### src/rtl/fetch_unit.sv
// Instruction fetch stage: owns PC and IR, issues imem reads over a req/ack
// handshake, and reports busy/overrun to the Controller's sequencer.
module fetch_unit #(
  parameter int                    PC_WIDTH    = 8,
  parameter int                    INSTR_WIDTH = 8,
  parameter logic [PC_WIDTH-1:0]   RESET_PC    = '0
) (
  input  logic                     clk,
  input  logic                     reset,
  input  logic                     LoadIR,
  input  logic                     IncPC,
  input  logic                     SelPC,
  input  logic                     LoadPC,
  input  logic [PC_WIDTH-1:0]      branch_addr,
  input  logic                     imem_ack,
  input  logic [INSTR_WIDTH-1:0]   imem_rdata,
  output logic                     imem_req,
  output logic [PC_WIDTH-1:0]      imem_addr,
  output logic [PC_WIDTH-1:0]      PC,
  output logic [INSTR_WIDTH-1:0]   IR,
  output logic [3:0]               Opcode,
  output logic [INSTR_WIDTH-5:0]   Operand,
  output logic                     ir_valid,
  output logic                     busy,
  output logic                     overrun
);

  typedef enum logic {IDLE, REQ} state_t;

  state_t                  state_q, state_d;
  logic [PC_WIDTH-1:0]     pc_q, pc_d;
  logic [PC_WIDTH-1:0]     addr_q, addr_d;
  logic [INSTR_WIDTH-1:0]  ir_q, ir_d;
  logic                    ir_valid_q, ir_valid_d;
  logic                    overrun_q, overrun_d;
  logic [PC_WIDTH-1:0]     pc_inc;

  assign pc_inc = pc_q + PC_WIDTH'(1);

  // PC sequencing runs every cycle regardless of fetch state
  always_comb begin
    pc_d = pc_q;
    if (LoadPC)
      pc_d = SelPC ? branch_addr : pc_inc;
    else if (IncPC)
      pc_d = pc_inc;
  end

  always_comb begin
    state_d    = state_q;
    addr_d     = addr_q;
    ir_d       = ir_q;
    ir_valid_d = ir_valid_q;
    overrun_d  = overrun_q;
    unique case (state_q)
      IDLE: begin
        if (LoadIR) begin
          addr_d     = pc_q;
          ir_valid_d = 1'b0;
          state_d    = REQ;
        end
      end
      REQ: begin
        // A request on the completing cycle is still an overrun, never a restart
        if (LoadIR)
          overrun_d = 1'b1;
        if (imem_ack) begin
          ir_d       = imem_rdata;
          ir_valid_d = 1'b1;
          state_d    = IDLE;
        end
      end
      default: state_d = IDLE;
    endcase
  end

  always_ff @(posedge clk) begin
    if (reset) begin
      state_q    <= IDLE;
      pc_q       <= RESET_PC;
      addr_q     <= '0;
      ir_q       <= '0;
      ir_valid_q <= 1'b0;
      overrun_q  <= 1'b0;
    end else begin
      state_q    <= state_d;
      pc_q       <= pc_d;
      addr_q     <= addr_d;
      ir_q       <= ir_d;
      ir_valid_q <= ir_valid_d;
      overrun_q  <= overrun_d;
    end
  end

  // The request line and busy are both the registered REQ state
  assign imem_req  = (state_q == REQ);
  assign busy      = (state_q == REQ);
  assign imem_addr = addr_q;
  assign PC        = pc_q;
  assign IR        = ir_q;
  assign Opcode    = ir_q[INSTR_WIDTH-1 -: 4];
  assign Operand   = ir_q[INSTR_WIDTH-5:0];
  assign ir_valid  = ir_valid_q;
  assign overrun   = overrun_q;

endmodule

### config.mk
export PLATFORM = sky130hd
export DESIGN_NAME = fetch_unit
export DESIGN_NICKNAME = d
export VERILOG_FILES = /design/src/rtl/fetch_unit.sv
export SDC_FILE = /design/constraint.sdc
export NUM_CORES = 1
export LEC_CHECK = 0
export BUFFER_PORTS_ARGS = -buffer_cell sky130_fd_sc_hd__buf_2
export CORE_MARGIN = 10
export CORE_UTILIZATION = 48
export CTS_CLUSTER_SIZE = 28
export DETAILED_ROUTE_END_ITERATION = 8
export GPL_TIMING_DRIVEN = 0
export MAX_ROUTING_LAYER = met4
export PLACE_DENSITY_LB_ADDON = 0.3
export SETUP_SLACK_MARGIN = 0.2
export SLEW_MARGIN = 0
export SYNTH_ARGS = -nofsm -noshare
export SYNTH_HDL_FRONTEND = slang
export SYNTH_SLANG_ARGS = --single-unit
### constraint.sdc
create_clock -name clk -period 2.72 [get_ports clk]
set_clock_uncertainty 0.05 [all_clocks]
set_input_delay 0.544 -clock clk [delete_from_list [all_inputs] [get_ports clk]]
set_output_delay 0.544 -clock clk [all_outputs]
set_load 0.02 [all_outputs]
# --- Word-level counts from Yosys, hierarchy flattened ---
# Cells that the tools add are included.
word_totals:
  register_bits: 27
  input_bits: 23
  output_inout_bits: 36
  wordCells: 24
op_classes:
  n_addsub: 1
  eq_ne: 2
  mux: 9
  bitwise: 1
  n_reduce_logical: 5
ops:
  columns: ["op", "count"]
  rows:
  - ["$mux 8", 3]
  - ["$add 8x1->8 const B", 1]
  - ["$reduce_and 2->1", 4]
  - ["$mux 1", 4]
  - ["$ne 2x2->1 const B", 2]
  - ["$pmux 1 s2", 2]
  - ["$reduce_bool 2->1", 1]
  - ["$not 1->1", 1]

# --- Logic depth before layout (Yosys ltp) ---
logic_depth:
  depth_word: 3
  depth_mapped: 5
  mapped_depth_nobuf: 5

# --- Worst setup path before layout ---
# OpenSTA, ideal clock, no wires.
synth_path:
  path_kind: "input-to-reg"
  start: "input LoadPC"
  end: "register pc_q[5] (netlist: PC[5])"
  setup_ns: 0.067
  arrival_ns: 1.486
  required_time_ns: 2.603
  path_slack_ns: 1.116
  stages: 5
  n_path_buf: 1
  path_cell_list: "and2_4 -> buf_6 -> or3_1 -> mux2_2 -> a21oi_2"
synth_via:
  elab_chain_cells: 1
  elab_cells_between_ends: 2
  cone_classes: "1 x mux; 1 x reduce/logical"
synth_rtl:
  columns: ["item", "line_no", "text"]
  rows:
  - ["start: declaration", "13", "input logic LoadPC,"]
  - ["$mux 8 or $reduce_bool 2->1 (tied branches)", null, null]
  - ["end signal: assignment", "87", "pc_q <= pc_d;"]
  - ["end: declaration", "31", "logic [PC_WIDTH-1:0] pc_q, pc_d;"]
# Parallel ways exist; a longest one is shown, timed or not.
# A chain may end at the register's enable or synchronous reset.

# --- Final worst setup path ---
layout_path:
  start: "register state_q (netlist: busy)"
  end: "output imem_req"
layout_lines:
  columns: ["item", "line_no", "text"]
  rows:
  - ["start: declaration", "30", "state_t state_q, state_d;"]
  - ["start signal: assignment", "86", "state_q <= state_d;"]
  - ["end: declaration", "17", "output logic imem_req,"]
# No word-level cell between the ends.

==> metrics.txt <==
status finished, final reports clean; layout cells sized above 1 35.4%; worst vdd ir 314 uV; TritonCTS buffer count 3; row count 17; Synth Net Count 171; synth top area cells dfxtp_1, nand2_1, a21oi_1, buf_4, nor2_1; Die X 69.4 um; area grow syn2layout 30.0%; fin crit share 61.7%; Synth Register Bits 27; R2R cell count 4; Worst-Margin Slew 0.591 ns; hold depth 3; Post-synth EDFFs 0; WHS 0.408 ns; post-layout util 67.0%; count leader, synth nand2_1; max cap viols 0; gpl congestion 0.828; CTS tree done; Reg-to-Reg Start PC[2]; ANT cells 0; # setup viols final 0; CTS Hold Bufs 0; post-DR wirelength/cell 14.1 um; Pre-antenna DRT Iters 4; area leader, netlist dfxtp_1; P_leak 0.721 nW; Fmax 596 MHz; Detailed Place HPWL 2710 um; Core Box Area 2280 sq um; most common flop cell mapped by yosys dfxtp_1; Cell Pwr Density 495 nW/um^2; global-route wire length before repair 5660 um; dpl cells 233; Via Count 1,199; Die Ht 69.4 um; unrepaired setup endpoints after global routing false; vias in the first global route 1,211; synthesized instance count 147; Bufs on Longest Clock Path 2; post-route ant nets 0; post-synthesis sequential area ratio 46.1%; Die ar. 4820 sq um; clock sinks 27; Startpoint Class flop; hold_sp imem_rdata[6]; Synth cell types 30; setup bufs post-CTS 0; Rel. slew slack 60.5%; DRC 0; Fill cells 202; drt first-iter violations 46; most common library cells after synthesis nand2_1, dfxtp_1, a21oi_1, buf_4, nor2_1; Post-synth ARST share 0%; top cell type's share of synthesized area 46.1%; crit path DAT 1.08 ns; vias per inst 5.06; max-slew violation count 0; total track usage 13.7%; non-filler instance count after layout 237; final hold violation count 0; Worst Hold Class in2reg; Worst Path Max Fanout 8; Port Buffer Count 58; clock latency on the worst-skew pair 0.30 ns; H-tree Lvls 1; Critical Path RT 2.13 ns; Hold EP IR[6]; R2R Path End PC[5]; nets 234; largest net degree at the start of global routing 15; fin crit period 1.68 ns; detailed-route wire length 3330 um; clock slew seen by the registers of the worst setup and hold paths 0.14 ns; IO Count 59; Critical Path End Type primary output; Synth Warn # 0; CTS root buf clkbuf_4; initial antenna violation count 0; reg2reg setup slack 1.28 ns; grt ovf 0; kind of critical path reg2out; initial core utilization 51.5%; Syn Area/Cell 7.98 sq um; CTS resizes 0; TNS Setup 0 ns; Syn Std Cell Area 1170 sq um
## cell families (layout without fill, tap and decap cells)
group                      after synthesis  count (layout)  share of synthesized area, %
DFF                                     27              27                          46.1
AOI/OAI and AO/OA                       35              35                          17.3
adders and majority gates                1               1                          1.07
muxes                                    1               1                         0.960
buffers and inverters                   16              78                          8.64
and+or+nand+nor                         64              64                          23.7
xor gates and xnor gates                 3               3                          2.24
## final cells by class
class | instances | area (sq um) | area share (%)
buffer | 16 | 101 | 6.65
clock buffer | 4 | 26.3 | 1.72
multi-input combinational | 104 | 531 | 34.8
sequential | 27 | 541 | 35.5
tap | 28 | 35.0 | 2.30
timing repair buffer | 58 | 290 | 19.0
## how the worst max path moves through the flow
| stage | from | to | slack (ns) | cells past startpoint |
|---|---|---|---|---|
| after floorplan | LoadPC | PC[5] | 1.12 | 5 |
| after global placement | LoadPC | PC[5] | 0.95 | 6 |
| after detailed placement | LoadPC | PC[6] | 0.91 | 5 |
| after CTS | busy | imem_req | 1.04 | 2 |
| after global routing | busy | imem_req | 0.96 | 2 |
| final | busy | imem_req | 1.04 | 2 |
## power breakdown
group	switching, mW	internal (mW)	total (mW)
Clock	0.108	0.0571	0.165
Sequential	0.0211	0.416	0.437
Combinational	0.0915	0.0616	0.153
Total	0.220	0.535	0.755
## metrics by stage
step	setup slack (ns)	area [sq um]	power (mW)
after floorplan	1.12	1170	0.537
after global placement	0.948	1500	0.593
after global routing	0.957	1520	0.798
after CTS	1.04	1520	0.758
after detailed placement	0.912	1500	0.600
final	1.04	1520	0.755
## layer usage
metal,share of wire [%],track usage (%)
met1,45,16.1
met2,47,22.8
met3,7.6,4.14
met4,0.33,2.44
met5,0,-
## flip-flops by register name, indices dropped and copies added (netlist names)
signal / cells
busy: 1
IR: 8
PC: 8
overrun: 1
ir_valid: 1
imem_addr: 8
## cell usage in the layout, fill, tap and decap left out, drive strengths merged, types with 2 or more instances in the layout
cell type	instances
xor2	2
nor2	7
o21ai	2
a211oi	3
and3	2
nand2	41
a21oi	25
nand2b	2
and2	2
buf	68
clkbuf	10
nor3	4
dfxtp	27
## critical path, cell delays in order (launching register included)
cell and delay [ns]:
dfxtp_1 0.48, buf_4 0.15, buf_2 0.15
Power figures use the tool's default switching activity.
